File: src/rtl/udt_rx_depacketizer_if.sv
// udt_rx_depacketizer_if: 64-bit AXI-Stream link used for the UDP input and both output streams
interface udt_rx_depacketizer_if;
  logic        tvalid;
  logic        tready;
  logic [63:0] tdata;
  logic [7:0]  tkeep;
  logic        tlast;
  modport master(output tvalid, tdata, tkeep, tlast, input tready);
  modport slave(input tvalid, tdata, tkeep, tlast, output tready);
endinterface

File: src/rtl/udt_rx_depacketizer.sv
// udt_rx_depacketizer: strips UDT headers off UDP payloads, routes data/control packets, drops and counts bad ones
module udt_rx_depacketizer #(
  parameter logic [31:0] LOCAL_SOCK_ID = 32'h0000_0001,
  parameter bit          CHECK_SOCK    = 1'b1,
  parameter int          CNT_W         = 32
) (
  input  logic                  core_clk,
  input  logic                  core_rst,
  udt_rx_depacketizer_if.slave  udp_rx,
  udt_rx_depacketizer_if.master rx_axis,
  output logic [30:0]           rx_seq,
  output logic [31:0]           rx_msgno,
  output logic [31:0]           rx_tstamp,
  output logic                  ctrl_hdr_valid,
  input  logic                  ctrl_hdr_ready,
  output logic [14:0]           ctrl_type,
  output logic [15:0]           ctrl_ext,
  output logic [31:0]           ctrl_info,
  output logic [31:0]           ctrl_tstamp,
  output logic                  ctrl_has_body,
  udt_rx_depacketizer_if.master ctrl_axis,
  output logic [CNT_W-1:0]      drop_runt_cnt,
  output logic [CNT_W-1:0]      drop_sock_cnt,
  output logic [CNT_W-1:0]      data_pkt_cnt,
  output logic [CNT_W-1:0]      ctrl_pkt_cnt
);
  typedef enum logic [2:0] {HDR0, HDR1, DATA, CHDR, CBODY, DROP} state_t;
  state_t      r_state, w_next;
  logic [31:0] r_w0, r_w1;
  logic        r_rx_v, r_cx_v, r_tlast;
  logic [63:0] r_tdata;
  logic [7:0]  r_tkeep;
  logic        w_rdy, w_acc, w_full, w_sock_bad;
  logic        w_ld_data, w_ld_ctrl, w_ld_beat;
  logic        w_inc_runt, w_inc_sock, w_inc_data, w_inc_ctrl;
  logic [31:0] w_ts, w_sock;

  function automatic logic [31:0] be32(input logic [31:0] x);
    return {x[7:0], x[15:8], x[23:16], x[31:24]};
  endfunction

  assign w_ts       = be32(udp_rx.tdata[31:0]);
  assign w_sock     = be32(udp_rx.tdata[63:32]);
  assign w_full     = udp_rx.tkeep == 8'hFF;
  assign w_sock_bad = CHECK_SOCK && w_sock != LOCAL_SOCK_ID;
  // HDR1 waits for every output of the previous packet to drain so sideband never changes under it
  assign w_rdy = !core_rst & ((r_state == HDR0 || r_state == DROP) ? 1'b1 :
                              r_state == HDR1  ? !r_rx_v & !r_cx_v & !ctrl_hdr_valid :
                              r_state == DATA  ? !r_rx_v | rx_axis.tready :
                              r_state == CBODY ? !r_cx_v | ctrl_axis.tready : 1'b0);
  assign w_acc         = udp_rx.tvalid & w_rdy;
  assign udp_rx.tready = w_rdy;

  always_comb begin
    w_next     = r_state;
    w_ld_data  = 1'b0;
    w_ld_ctrl  = 1'b0;
    w_ld_beat  = 1'b0;
    w_inc_runt = 1'b0;
    w_inc_sock = 1'b0;
    w_inc_data = 1'b0;
    w_inc_ctrl = 1'b0;
    case (r_state)
      HDR0: begin
        w_inc_runt = w_acc & (udp_rx.tlast | !w_full);
        w_next     = (w_acc & !w_inc_runt) ? HDR1 : HDR0;
      end
      HDR1: if (w_acc) begin
        w_inc_runt = !w_full | (!w_sock_bad & !r_w0[31] & udp_rx.tlast);
        w_inc_sock = w_full & w_sock_bad;
        w_ld_data  = w_full & !w_sock_bad & !r_w0[31] & !udp_rx.tlast;
        w_ld_ctrl  = w_full & !w_sock_bad & r_w0[31];
        w_next     = w_ld_data ? DATA : w_ld_ctrl ? CHDR : udp_rx.tlast ? HDR0 : DROP;
      end
      DATA: begin
        w_ld_beat  = w_acc;
        w_inc_data = w_acc & udp_rx.tlast;
        w_next     = w_inc_data ? HDR0 : DATA;
      end
      CHDR: begin
        w_inc_ctrl = ctrl_hdr_valid & ctrl_hdr_ready;
        w_next     = w_inc_ctrl ? (ctrl_has_body ? CBODY : HDR0) : CHDR;
      end
      CBODY: begin
        w_ld_beat = w_acc;
        w_next    = (w_acc & udp_rx.tlast) ? HDR0 : CBODY;
      end
      DROP: w_next = (w_acc & udp_rx.tlast) ? HDR0 : DROP;
      default: w_next = HDR0;
    endcase
  end

  always_ff @(posedge core_clk) begin
    if (core_rst) begin
      r_state        <= HDR0;
      r_w0           <= '0;
      r_w1           <= '0;
      r_rx_v         <= 1'b0;
      r_cx_v         <= 1'b0;
      r_tdata        <= '0;
      r_tkeep        <= '0;
      r_tlast        <= 1'b0;
      rx_seq         <= '0;
      rx_msgno       <= '0;
      rx_tstamp      <= '0;
      ctrl_hdr_valid <= 1'b0;
      ctrl_type      <= '0;
      ctrl_ext       <= '0;
      ctrl_info      <= '0;
      ctrl_tstamp    <= '0;
      ctrl_has_body  <= 1'b0;
      drop_runt_cnt  <= '0;
      drop_sock_cnt  <= '0;
      data_pkt_cnt   <= '0;
      ctrl_pkt_cnt   <= '0;
    end else begin
      r_state <= w_next;
      if (r_state == HDR0 && w_acc) begin
        r_w0 <= be32(udp_rx.tdata[31:0]);
        r_w1 <= be32(udp_rx.tdata[63:32]);
      end
      if (w_ld_data) begin
        rx_seq    <= r_w0[30:0];
        rx_msgno  <= r_w1;
        rx_tstamp <= w_ts;
      end
      if (w_ld_ctrl) begin
        ctrl_hdr_valid <= 1'b1;
        ctrl_type      <= r_w0[30:16];
        ctrl_ext       <= r_w0[15:0];
        ctrl_info      <= r_w1;
        ctrl_tstamp    <= w_ts;
        ctrl_has_body  <= !udp_rx.tlast;
      end else if (ctrl_hdr_ready) ctrl_hdr_valid <= 1'b0;
      if (w_ld_beat) begin
        r_tdata <= udp_rx.tdata;
        r_tkeep <= udp_rx.tkeep;
        r_tlast <= udp_rx.tlast;
      end
      r_rx_v        <= (w_ld_beat & r_state == DATA) | (r_rx_v & !rx_axis.tready);
      r_cx_v        <= (w_ld_beat & r_state == CBODY) | (r_cx_v & !ctrl_axis.tready);
      drop_runt_cnt <= drop_runt_cnt + CNT_W'(w_inc_runt & ~&drop_runt_cnt);
      drop_sock_cnt <= drop_sock_cnt + CNT_W'(w_inc_sock & ~&drop_sock_cnt);
      data_pkt_cnt  <= data_pkt_cnt + CNT_W'(w_inc_data & ~&data_pkt_cnt);
      ctrl_pkt_cnt  <= ctrl_pkt_cnt + CNT_W'(w_inc_ctrl & ~&ctrl_pkt_cnt);
    end
  end

  assign rx_axis.tvalid   = r_rx_v;
  assign rx_axis.tdata    = r_tdata;
  assign rx_axis.tkeep    = r_tkeep;
  assign rx_axis.tlast    = r_tlast;
  assign ctrl_axis.tvalid = r_cx_v;
  assign ctrl_axis.tdata  = r_tdata;
  assign ctrl_axis.tkeep  = r_tkeep;
  assign ctrl_axis.tlast  = r_tlast;
endmodule

File: src/flat_wrapper.sv
// flat-port wrapper written by rule: the top's interface ports become plain ports
module udt_rx_depacketizer_flat 
#(
  parameter logic [31:0] LOCAL_SOCK_ID = 32'h0000_0001,
  parameter bit          CHECK_SOCK    = 1'b1,
  parameter int          CNT_W         = 32
)
  (core_clk, core_rst, rx_seq, rx_msgno, rx_tstamp, ctrl_hdr_valid, ctrl_hdr_ready, ctrl_type, ctrl_ext, ctrl_info, ctrl_tstamp, ctrl_has_body, drop_runt_cnt, drop_sock_cnt, data_pkt_cnt, ctrl_pkt_cnt, udp_rx_tvalid, udp_rx_tdata, udp_rx_tkeep, udp_rx_tlast, udp_rx_tready, rx_axis_tvalid, rx_axis_tdata, rx_axis_tkeep, rx_axis_tlast, rx_axis_tready, ctrl_axis_tvalid, ctrl_axis_tdata, ctrl_axis_tkeep, ctrl_axis_tlast, ctrl_axis_tready);
  udt_rx_depacketizer_if udp_rx_i ();
  udt_rx_depacketizer_if rx_axis_i ();
  udt_rx_depacketizer_if ctrl_axis_i ();
  input  logic core_clk;
  input  logic core_rst;
  output logic [30:0] rx_seq;
  output logic [31:0] rx_msgno;
  output logic [31:0] rx_tstamp;
  output logic ctrl_hdr_valid;
  input  logic ctrl_hdr_ready;
  output logic [14:0] ctrl_type;
  output logic [15:0] ctrl_ext;
  output logic [31:0] ctrl_info;
  output logic [31:0] ctrl_tstamp;
  output logic ctrl_has_body;
  output logic [CNT_W-1:0] drop_runt_cnt;
  output logic [CNT_W-1:0] drop_sock_cnt;
  output logic [CNT_W-1:0] data_pkt_cnt;
  output logic [CNT_W-1:0] ctrl_pkt_cnt;
  input wire logic [$bits(udp_rx_i.tvalid)-1:0] udp_rx_tvalid;
  input wire logic [$bits(udp_rx_i.tdata)-1:0] udp_rx_tdata;
  input wire logic [$bits(udp_rx_i.tkeep)-1:0] udp_rx_tkeep;
  input wire logic [$bits(udp_rx_i.tlast)-1:0] udp_rx_tlast;
  output wire logic [$bits(udp_rx_i.tready)-1:0] udp_rx_tready;
  output wire logic [$bits(rx_axis_i.tvalid)-1:0] rx_axis_tvalid;
  output wire logic [$bits(rx_axis_i.tdata)-1:0] rx_axis_tdata;
  output wire logic [$bits(rx_axis_i.tkeep)-1:0] rx_axis_tkeep;
  output wire logic [$bits(rx_axis_i.tlast)-1:0] rx_axis_tlast;
  input wire logic [$bits(rx_axis_i.tready)-1:0] rx_axis_tready;
  output wire logic [$bits(ctrl_axis_i.tvalid)-1:0] ctrl_axis_tvalid;
  output wire logic [$bits(ctrl_axis_i.tdata)-1:0] ctrl_axis_tdata;
  output wire logic [$bits(ctrl_axis_i.tkeep)-1:0] ctrl_axis_tkeep;
  output wire logic [$bits(ctrl_axis_i.tlast)-1:0] ctrl_axis_tlast;
  input wire logic [$bits(ctrl_axis_i.tready)-1:0] ctrl_axis_tready;
  assign udp_rx_i.tvalid = udp_rx_tvalid;
  assign udp_rx_i.tdata = udp_rx_tdata;
  assign udp_rx_i.tkeep = udp_rx_tkeep;
  assign udp_rx_i.tlast = udp_rx_tlast;
  assign udp_rx_tready = udp_rx_i.tready;
  assign rx_axis_tvalid = rx_axis_i.tvalid;
  assign rx_axis_tdata = rx_axis_i.tdata;
  assign rx_axis_tkeep = rx_axis_i.tkeep;
  assign rx_axis_tlast = rx_axis_i.tlast;
  assign rx_axis_i.tready = rx_axis_tready;
  assign ctrl_axis_tvalid = ctrl_axis_i.tvalid;
  assign ctrl_axis_tdata = ctrl_axis_i.tdata;
  assign ctrl_axis_tkeep = ctrl_axis_i.tkeep;
  assign ctrl_axis_tlast = ctrl_axis_i.tlast;
  assign ctrl_axis_i.tready = ctrl_axis_tready;
  udt_rx_depacketizer #(.LOCAL_SOCK_ID(LOCAL_SOCK_ID), .CHECK_SOCK(CHECK_SOCK), .CNT_W(CNT_W)) u_core (.core_clk(core_clk), .core_rst(core_rst), .udp_rx(udp_rx_i), .rx_axis(rx_axis_i), .rx_seq(rx_seq), .rx_msgno(rx_msgno), .rx_tstamp(rx_tstamp), .ctrl_hdr_valid(ctrl_hdr_valid), .ctrl_hdr_ready(ctrl_hdr_ready), .ctrl_type(ctrl_type), .ctrl_ext(ctrl_ext), .ctrl_info(ctrl_info), .ctrl_tstamp(ctrl_tstamp), .ctrl_has_body(ctrl_has_body), .ctrl_axis(ctrl_axis_i), .drop_runt_cnt(drop_runt_cnt), .drop_sock_cnt(drop_sock_cnt), .data_pkt_cnt(data_pkt_cnt), .ctrl_pkt_cnt(ctrl_pkt_cnt));
endmodule
File: config.mk
export PLATFORM = sky130hd
export DESIGN_NAME = udt_rx_depacketizer_flat
export DESIGN_NICKNAME = d
export VERILOG_FILES = /design/src/rtl/udt_rx_depacketizer_if.sv /design/src/rtl/udt_rx_depacketizer.sv /design/src/flat_wrapper.sv
export SDC_FILE = /design/constraint.sdc
export NUM_CORES = 1
export LEC_CHECK = 0
export ABC_AREA = 1
export CORE_AREA = 2 2 213 215
export DETAILED_ROUTE_END_ITERATION = 8
export DIE_AREA = 0 0 215 217
export GPL_ROUTABILITY_DRIVEN = 0
export GPL_TIMING_DRIVEN = 0
export PLACE_DENSITY = 0.7
export SYNTH_ARGS = -nofsm -noshare
export SYNTH_HDL_FRONTEND = slang
export SYNTH_SLANG_ARGS = --single-unit
File: constraint.sdc
create_clock -name core_clk -period 8.7 [get_ports core_clk]
set_clock_uncertainty 0.2 [all_clocks]
set_input_delay 1.74 -clock core_clk [delete_from_list [all_inputs] [get_ports core_clk]]
set_output_delay 1.74 -clock core_clk [all_outputs]
set_load 0.01 [all_outputs]
=== Yosys cells after proc, flatten, opt, wreduce, memory -nomap -nowiden ===
Index checks and enable logic that the tools add are counted.
Widths: inputs -> output; s select.

* Reductions and logical operators: 24
* Bitwise logic cells: 29
* Muxes and demuxes: 28
* Equality and inequality tests: 8
* Add/subtract/negate cells: 4

{| class="wikitable"
|+ Operators by type and width
! cell !! number
|-
| $add 32x32->32 || 4
|-
| $reduce_and 32->1 || 4
|-
| $ne 32x1->1 const B || 1
|-
| $mux 3 || 8
|-
| $and 1x1->1 || 23
|-
| $pmux 3 s6 || 1
|-
| $mux 1 || 17
|-
| $logic_not 1->1 || 15
|-
| $eq 8x8->1 const B || 1
|-
| $eq 3x2->1 const B || 2
|-
| $eq 3x3->1 const B || 2
|-
| $or 1x1->1 || 6
|-
| $eq 3x1->1 const B || 1
|-
| $logic_not 3->1 || 1
|-
| $mux 2 || 1
|-
| $ne 2x1->1 const B || 1
|-
| $pmux 1 s2 || 1
|-
| $reduce_bool 2->1 || 1
|-
| $reduce_or 2->1 || 1
|-
| $logic_and 1x1->1 || 1
|-
| $logic_or 1x1->1 || 1
|}

* Word-level logic and storage cells: 114
* Input bits: 79
* Bits in registers: 462
* Output and inout port bits: 469

=== Longest topological paths before layout ===
Gate-level depths: netlist of the first run.

* Depth after elaboration: 13
* Mapped depth: 23
* Gate-level depth less buffers: 22

=== Worst setup path before layout of the first run ===
No wires, ideal clock.

* Kind: input port to flip-flop
* Start point: in ctrl_axis_tready
* End point: reg u_core.drop_runt_cnt[26]
* Arrival time: 4.159 ns
* Path buffers: 2
* Library setup time: 0.119 ns
* Slack: 4.222 ns
* Data required time: 8.381 ns
* Cell stages on the path: 21
* Path through: inv_1 > nand2_1 > nand3_1 > nand2_1 > inv_1 > nand2_1 > nand3_2 > buf_4 > clkbuf_1 > nor2_1 > ha_1 > ha_1 > nand2_1 > nor2_1 > nand2_1 > nor2_1 > nand2_1 > nor3_1 > nand3_1 > o21ai_0 > a21oi_1

* Longest elaborated chain between the ends: 11
* Elaborated cells on any way between the ends: 12
* Those cells by class: add/sub (1); mux (6); bitwise (5)

{| class="wikitable"
|+ Ends and longest elaborated chain
! item !! RTL line !! source
|-
| from (decl) || flat_wrapper.sv:42 || <nowiki>input wire logic [$bits(ctrl_axis_i.tready)-1:0] ctrl_axis_tready;</nowiki>
|-
| $or 1x1->1 * || udt_rx_depacketizer.sv:50 || <nowiki>r_state == CBODY ? !r_cx_v | ctrl_axis.tready : 1'b0);</nowiki>
|-
| $mux 1 * || udt_rx_depacketizer.sv:50 ||
|-
| $mux 1 * || udt_rx_depacketizer.sv:49 || <nowiki>r_state == DATA ? !r_rx_v | rx_axis.tready :</nowiki>
|-
| $mux 1 * || udt_rx_depacketizer.sv:48 || <nowiki>r_state == HDR1 ? !r_rx_v & !r_cx_v & !ctrl_hdr_valid :</nowiki>
|-
| $mux 1 * || udt_rx_depacketizer.sv:47 || <nowiki>assign w_rdy = !core_rst & ((r_state == HDR0 || r_state == DROP) ? 1'b1 :</nowiki>
|-
| $and 1x1->1 * || udt_rx_depacketizer.sv:47 ||
|-
| $and 1x1->1 * || udt_rx_depacketizer.sv:51 || <nowiki>assign w_acc = udp_rx.tvalid & w_rdy;</nowiki>
|-
| $mux 1 or $and 1x1->1 (tied branches) || udt_rx_depacketizer.sv:68, udt_rx_depacketizer.sv:65 ||
|-
| $pmux 1 s2 * || udt_rx_depacketizer.sv:63 || <nowiki>case (r_state)</nowiki>
|-
| $and 1x1->1 * || udt_rx_depacketizer.sv:142 || <nowiki>drop_runt_cnt <= drop_runt_cnt + CNT_W'(w_inc_runt & ~&drop_runt_cnt);</nowiki>
|-
| $add 32x32->32 * || udt_rx_depacketizer.sv:142 ||
|-
| to (signal assigned) || udt_rx_depacketizer.sv:142 ||
|-
| to (decl) || udt_rx_depacketizer.sv:22 || <nowiki>output logic [CNT_W-1:0] drop_runt_cnt,</nowiki>
|}

Every way passes the cells marked *; elsewhere a longest branch is shown, timed or not.
A chain may end at the register's enable or synchronous reset.

=== Final worst setup path of the first run ===
* Start point: in udp_rx_tdata[39]
* End point: reg u_core.drop_runt_cnt[26]

* Longest elaborated chain between the ends: 9

{| class="wikitable"
|+ Ends and longest elaborated chain
! item !! RTL line !! source
|-
| from (decl) || flat_wrapper.sv:29 || <nowiki>input wire logic [$bits(udp_rx_i.tdata)-1:0] udp_rx_tdata;</nowiki>
|-
| $ne 32x1->1 || udt_rx_depacketizer.sv:45 || <nowiki>assign w_sock_bad = CHECK_SOCK && w_sock != LOCAL_SOCK_ID;</nowiki>
|-
| $logic_not 1->1 || udt_rx_depacketizer.sv:69 || <nowiki>w_inc_runt = !w_full | (!w_sock_bad & !r_w0[31] & udp_rx.tlast);</nowiki>
|-
| $and 1x1->1 (2 in a row) || udt_rx_depacketizer.sv:69 ||
|-
| $or 1x1->1 || udt_rx_depacketizer.sv:69 ||
|-
| $mux 1 || udt_rx_depacketizer.sv:68 || <nowiki>HDR1: if (w_acc) begin</nowiki>
|-
| $pmux 1 s2 || udt_rx_depacketizer.sv:63 ||
|-
| $and 1x1->1 || udt_rx_depacketizer.sv:142 ||
|-
| $add 32x32->32 || udt_rx_depacketizer.sv:142 ||
|}

No other way between the ends.

==> results.md, run 1 <==
- Status: completed
- Number of fillers in the final layout: just over 4000
- Dpl ws: roughly 2.8 ns
- Tot Pwr: around 4.4 mW
- Largest net degree at the start of global routing: 14
- Register area: about 9200 um2
- PortBufs: 546
- Internal power: ~3.4 mW
- Fin Setup TNS: 0 ns
- Hold buffer count at cts: 0
- Pins Over Slew Limit: 0
- Starting Density: 41.8%
- Final net count: 3162
- Max-Cap Viols: 0
- Clk buf depth: 3
- Die W: around 220 um
- Final setup fails: 0
- Synthesized instance count: ~2500
- Post-layout util: 59.2%
- Clock share of power: between 40% and 50%
- Num CTS Buffers: 48
- Fin crit share: around 60%
- Drt drc: 0
- Sequential share of the synthesized area: between 40% and 50%
- CP Data Required Time: a little under 9 ns
- Area of the multi-input gates: 7210 um2
- Synthesized area: around 19000 um2
- Antenna-violating nets left: 0
- Pre-antenna DRT Iters: 6
- Vias per cell: 5.22
- Endpoints failing hold: 0
- Antenna violations before repair: 4
- WHS Path Cells: 2
- Most common library cell in the layout ignoring fill and taps: clkdlybuf4s50_1
- Max reg flops: 64
- Setup CP Type: input pin to flop
- Setup ws final: approximately 3.3 ns
- Crit Reg-Reg Startpoint: u_core.r_state[2]
- Fraction of layout cells with a size suffix above 1: approximately 6.5%
- Synth Register Bits: about 460
- Total track usage: about 30%
- Worst Setup SP: udp_rx_tdata[39]
- H-tree depth: 2
- Syn Nets: ~2600
- # rows: 78
- FMAX: ~190 MHz
- Die area: roughly 47000 um2
- # clock sinks: about 460
- Hold Path Origin: u_core.ctrl_axis.tdata[24]
- P&R area growth vs syn: 41.7%
- Min-Delay Endpoint: u_core.ctrl_axis.tdata[24]
- Hold slack: 0.260 ns
- Core ar.: approximately 45000 um2
- Logic pwr share: between 4 and 5%
- YS warnings: 0
- Worst setup EP type: flop
- PostCTS Resize Cnt: 0
- Wire length per cell: about 20 um
- Yosys cell types: 38
- Chip height: about 220 um
- Sw power: 0.994 mW
- Syn_area_per_cell: approximately 7.5 um2
- Vias: 19400
- Number of global-route vias before repair: 18400
- Critical path startpoint category: input pin
- LEAKAGE: between 9 and 10 nW
- Post-CTS Setup Bufs: 0
- CP arrival: approximately 5.6 ns
- Worst skew pair latency: ~0.6 ns
- Fin crit period: about 5.4 ns
- Hold/Removal Path Class: flop to flop
- Pwr dens: 166 nW/um2
- TritonCTS clock tree: done
- Residual overflow from global routing: 0
- RSZ-0062 raised after global routing: no
- WL final: between 70000 and 80000 um
- Worst-margin pin slew: between 0.9 and 1 ns
- Worst-path clk slew: approximately 0.060 ns
- CTS Root Cell: clkbuf_16
- Slew margin rel.: 37.6%
- Worst r2r dst: u_core.drop_runt_cnt[26]
- Sequential power share: between 40% and 50%
- Path depth of the worst reg2reg path: 21
- Ports: approximately 550
- FF-to-FF setup slack: 4.59 ns
- Iteration-0 DRC Markers: approximately 1500
- First-pass GRT wire length: around 110000 um
- Detail Placement HPWL: approximately 57000 um
- Most frequent cells in the layout: 546 x clkdlybuf4s50_1, 462 x dfxtp_1, 408 x nor2_1
- Peak supply drop: 0.000113 V
- CP max FO: 5
- Sw Ratio: 22.5%
[Yosys cell counts]
| master | number | area share, % |
|---|---|---|
| o211ai_1 | 1 | 0.040 |
| ha_1 | 8 | 0.54 |
| nand2b_1 | 1 | 0.034 |
| o31ai_1 | 1 | 0.040 |
| o21ai_1 | 15 | 0.40 |
| buf_1 | 3 | 0.060 |
| nand3_2 | 1 | 0.054 |
| nor2_2 | 1 | 0.034 |
| buf_4 | 79 | 3.2 |
| or2_2 | 15 | 0.50 |
| nand4_1 | 40 | 1.3 |
| nor3b_1 | 10 | 0.40 |
| nor4b_1 | 1 | 0.047 |
| a21oi_1 | 278 | 7.4 |
| nor2_4 | 1 | 0.060 |
| nor3_1 | 81 | 2.2 |
| and3_1 | 2 | 0.067 |
| dfxtp_1 | 462 | 50 |
| nor3_4 | 1 | 0.087 |
| inv_1 | 289 | 5.8 |
| o211a_1 | 2 | 0.11 |
| nand3_1 | 50 | 1.3 |
| a41oi_1 | 1 | 0.047 |
| nor2_1 | 408 | 8.2 |
| nand2_1 | 202 | 4.1 |
| a211oi_1 | 5 | 0.20 |
| nor4_1 | 8 | 0.27 |
| nand3b_1 | 2 | 0.080 |
| a31oi_1 | 1 | 0.034 |
| buf_6 | 6 | 0.36 |
| xor2_1 | 8 | 0.38 |
| xnor2_1 | 13 | 0.61 |
| o21ai_0 | 358 | 9.6 |
| inv_2 | 3 | 0.060 |
| clkbuf_1 | 87 | 1.7 |
| o21bai_1 | 3 | 0.12 |
| o21a_1 | 8 | 0.32 |
| buf_2 | 24 | 0.64 |
[per-stage QoR]
stage	area, um2	std cells
final	26500	3715
after CTS	26500	3712
after global placement	24900	3625
after global routing	26500	3715
after detailed placement	24900	3625
after floorplan	18700	2479
[per-layer routing]
layer,up-vias,global-route usage (%),wire (um)
li1,9222,-,-
met1,9127,37.1,29500
met2,902,51.5,34900
met3,158,6.79,6200
met4,0,12.5,2830
met5,-,0,0
[worst max-delay path: stages]
cell and delay, ns:
clkdlybuf4s50_1 0.52, nor2_1 0.13, nand2_1 0.07, nor2_1 0.15
nand2_1 0.11, nor2_1 0.27, nand3_1 0.23, nand3_1 0.14
nand4_1 0.11, nor2_1 0.13, ha_1 0.19, ha_1 0.16
nand2_1 0.08, nor2_1 0.13, nand2_1 0.14, nor2_1 0.25
nand2_1 0.14, nor3_1 0.49, nand3_1 0.18, o21ai_0 0.21
a21oi_1 0.06
[power groups by stage]
stage	combinational (mW)	clock [mW]	sequential (mW)
floorplan	0.0771	0	2.19
global placement	0.178	0	2.19
detailed placement	0.181	0	2.19
CTS	0.182	2.11	2.15
global route	0.198	2.19	2.15
finish	0.184	2.07	2.15
[how the worst max path moves through the flow]
stage / to / cells after the start
2_1_floorplan: u_core.drop_runt_cnt[26] / 21
3_3_place_gp: u_core.drop_runt_cnt[26] / 21
3_5_place_dp: u_core.drop_runt_cnt[26] / 21
4_1_cts: u_core.drop_runt_cnt[26] / 21
5_1_grt: u_core.drop_runt_cnt[26] / 21
6_report: u_core.drop_runt_cnt[26] / 21
[area by class of cell]
type / instances / share of cell area [%]
Sequential cell: 462 / 34.9
Multi-Input combinational cell: 1526 / 27.2
Timing Repair Buffer: 546 / 20.6
Clock buffer: 73 / 5.23
Buffer: 199 / 4.23
Inverter: 292 / 4.14
Tap cell: 600 / 2.84
Clock inverter: 14 / 0.709
Antenna cell: 3 / 0.0284
[kinds of logic after synthesis]
logic type,count (synthesis),synth area share [%]
buffers and inverters,491,11.9
AO/OA/AOI/OAI,673,18.4
flip-flops,462,49.5
XOR/XNOR,21,0.985
AND/OR/NAND/NOR,824,18.7
adder cells (fa/ha/maj),8,0.536
(Power assumes the default switching activity.)
==> inputs of run 2 (changes only) <==
==> constraint.sdc (replaced) <==
create_clock -name core_clk -period 5.2 [get_ports core_clk]
set_clock_uncertainty 0.2 [all_clocks]
set_input_delay 1.04 -clock core_clk [delete_from_list [all_inputs] [get_ports core_clk]]
set_output_delay 1.04 -clock core_clk [all_outputs]
set_load 0.01 [all_outputs]
==> results of run 2 <==
Same layout as run 1 (identical final DEF). Status: completed.
Among the figures that moved: setup slack after placement 2.77 ns -> -0.0263 ns; setup slack after layout 3.33 ns -> 0.531 ns; register-to-register setup slack 4.59 ns -> 1.09 ns; total power 4.41 mW -> 7.37 mW; worst IR drop on VDD 0.000113 V -> 0.000189 V
==> inputs of run 3 (changes only) <==
--- a/config.mk
+++ b/config.mk
@@ -5,10 +5,9 @@
 export SDC_FILE = /design/constraint.sdc
 export NUM_CORES = 1
 export LEC_CHECK = 0
-export ABC_AREA = 1
-export CORE_AREA = 2 2 213 215
+export CORE_AREA = 2 2 214 216
 export DETAILED_ROUTE_END_ITERATION = 8
-export DIE_AREA = 0 0 215 217
+export DIE_AREA = 0 0 216 218
 export GPL_ROUTABILITY_DRIVEN = 0
 export GPL_TIMING_DRIVEN = 0
 export PLACE_DENSITY = 0.7
==> run 3 against run 2 <==
  * Final cell count fell by 4.8%
  * Sequential share of layout area fell by 0.57 points
  * Register-to-register slack got worse by 0.21 ns
  * Non-clock buffer count rose by 75
  * Flip-flop and latch count did not move
  * Setup slack got worse by 0.28 ns
  * Design area rose by 1.7%
  * Synthesized cell count fell by 7.2%
  * Routed wire length rose by 2.1%
  * First-iteration DRC count rose by 8.9%
  * Clock power rose by 9.2%
==> results.md, run 3 <==
- Status: completed
- Endpoints failing hold: 0
- Hold buffer count at cts: 0
- First-pass GRT wire length: about 110000 um
- EDFF count, synth: 0
- P&R area growth vs syn: 42.2%
- CP max FO: 10
- PortBufs: around 550
- CP Cell Sequence: clkdlybuf4s50_1 -> clkbuf_1 -> clkbuf_2 -> buf_1 -> nor2_1 -> clkdlybuf4s50_1
- Num CTS Buffers: between 50 and 60
- WL final: roughly 75000 um
- Tot Pwr: ~7.7 mW
- Vias: a little under 20000
- Die W: roughly 220 um
- Hold/Removal Path Class: flop to flop
- Iteration-0 DRC Markers: approximately 1600
- FMAX: a little over 200 MHz
- Fin Setup TNS: 0 ns
- Antenna violations before repair: 2
- Die area: 47100 um2
- Most common library cell in the layout ignoring fill and taps: clkdlybuf4s50_1
- Synthesized instance count: 2300
- CP max stage delay: between 0.5 and 0.6 ns
- Cell accounting for the most synthesized area: dfxtp_1
- H-tree depth: 2
- Slew margin rel.: 18.4%
- Sequential share of the synthesized area: 48.9%
- Ports: about 550
- Placed insts: ~3400
- Worst path bufs/invs: 5
- Detail Placement HPWL: between 50000 and 60000 um
- Final setup fails: 0
- RSZ-0062 raised after global routing: no
- Synth Register Bits: between 400 and 500
- Multiplexer area fraction after synthesis: 0.0595%
- YS warnings: 0
- Placed Area: ~25000 um2
- Residual overflow from global routing: 0
- Pre-antenna DRT Iters: 5
- # clock sinks: approximately 460
- Prevailing post-synth register cell: dfxtp_1
- Core ar.: roughly 45000 um2
- LEAKAGE: 8.82 nW
- Fin area: 26900 um2
- Worst skew pair latency: slightly below 0.6 ns
- FF-to-FF setup slack: slightly below 0.9 ns
- CP max-delay cell: clkdlybuf4s50_1
- CTS Root Cell: clkbuf_16
- Setup CP Type: input pin to primary output
- Fin crit period: between 4 and 5 ns
- Peak supply drop: about 0.00022 V
- Vias per cell: 5.55
- Starting Density: around 42%
- Number of global-route vias before repair: 18600
- CP Data Required Time: 3.96 ns
- Pwr dens: 286 nW/um2
- CP arrival: around 3.7 ns
- Share of the synthesized area in the top cell type: roughly half
- Number of fillers in the final layout: approximately 4000
- Synth Area in XOR/XNOR: under 10%
- Most frequent cells in the layout: 547 x clkdlybuf4s50_1, 462 x dfxtp_1, 357 x a21oi_1
- Post-synthesis compound-gate area fraction: between 10% and 20%
- Synthesized area: between 15000 and 20000 um2
- Post-layout util: about three fifths
- Wire length per cell: 21.2 um
- Drt drc: 0
- Fraction of layout cells with a size suffix above 1: about 6.9%
- Ys async rst share: 0%
- Post-synthesis simple-gate area fraction: 22.6%
- Critical path's top delay family: buffers and inverters
- Final net count: around 3000
- Critical path startpoint category: input pin
- Most frequent CP cell: clkdlybuf4s50_1
- Post-CTS Setup Bufs: 0
- Synth Area in Adders: less than 1%
- Syn Nets: around 2400
- Fin crit share: ~95%
- Syn_area_per_cell: 8.23 um2
- Chip height: between 200 and 250 um
- Largest net degree at the start of global routing: 17
- Count leader, synth: dfxtp_1
- Max reg flops: 64
- Max-Cap Viols: 0
- Antenna-violating nets left: 0
- Worst-path clk slew: 0.06 ns
- Worst-margin pin slew: approximately 1.2 ns
- TritonCTS clock tree: done
- Worst setup EP type: primary output
- Total track usage: a little under a third
- Top post-synthesis cells by area: dfxtp_1 49%, a21oi_1 9.4%, nand4_1 7.5%
- Finished Layout Cells: between 3000 and 4000
- Yosys cell types: between 50 and 60
- Synth top cells by count: 462 x dfxtp_1, 357 x a21oi_1, 317 x nand2_1
- Clk buf depth: 3
- Main combinational cell family by area after synthesis: simple AND/OR/NAND/NOR gates
- # rows: 78
- Pins Over Slew Limit: 0
==> run 3: cell count changes after synthesis, moves of 79 or more <==
| cell | change |
|---|---|
| a21oi_1 | +79 |
| inv_1 | -269 |
| nand2_1 | +115 |
| nand4_1 | +186 |
| nor2_1 | -305 |
| o21ai_0 | -146 |
==> run 3: repair_timing <==
action                                  in CTS  in global routing
pin swaps                                    0                  0
endpoints found under the setup margin       6                  5
gates resized for setup                      1                  1
==> run 3: layer usage <==
layer / global-route usage, % / share of wire, % / vias to the layer above / routed length, um
met5: 0 / 0 / - / 0
met4: 15.7 / 5.1 / 0 / 3860
met3: 6.68 / 7.8 / 168 / 5880
met2: 49.7 / 46 / 820 / 34800
met1: 37.9 / 41 / 9365 / 30400
li1: - / - / 9262 / -
==> run 3: power breakdown <==
group / internal, mW / switching [mW] / total, mW
Sequential: 3.56 / 0.0259 / 3.59
Combinational: 0.0957 / 0.225 / 0.321
Clock: 2.29 / 1.50 / 3.79
Total: 5.95 / 1.75 / 7.70
==> run 3: cells by family (layout without fill, tap and decap cells) <==
kind of cell,count (synthesis),count (layout)
AOI/OAI and AO/OA,590,590
xor gates and xnor gates,94,94
adders and majority gates,8,8
buffers and inverters,294,930
DFF,462,462
muxes,1,1
other,0,1
and+or+nand+nor,851,851
==> run 3: path summary, 6_finish.rpt <==
check                                 start                         to  cells past startpoint
hold / removal    u_core.ctrl_axis.tdata[2]  u_core.ctrl_axis.tdata[2]                      2
setup reg to reg          u_core.r_state[2]   u_core.drop_runt_cnt[24]                     15
hold reg to reg   u_core.ctrl_axis.tdata[2]  u_core.ctrl_axis.tdata[2]                      2
setup / recovery                   core_rst              udp_rx_tready                      6
==> run 3: worst min-delay path, stage by stage (launching register included) <==
cell and delay (ns):
dfxtp_1 0.32, nand2_1 0.05, a21oi_1 0.05
==> run 3: cell type report <==
class,instances,area (um2),share of cell area [%]
sequential,462,9250,34.4
multi-input combinational,1544,8250,30.7
timing repair buffer,547,5480,20.3
clock buffer,70,1490,5.53
buffer,273,1350,5.02
tap,600,751,2.79
clock inverter,20,268,0.995
inverter,20,75.1,0.279
antenna,1,2.50,0.00930
==> run 3: stage by stage <==
stage	worst slack [ns]	hold slack [ns]
global placement	-0.633	0.257
global route	0.0339	0.289
detailed placement	-0.665	0.263
CTS	0.178	0.271
floorplan	1.14	0.250
finish	0.251	0.271
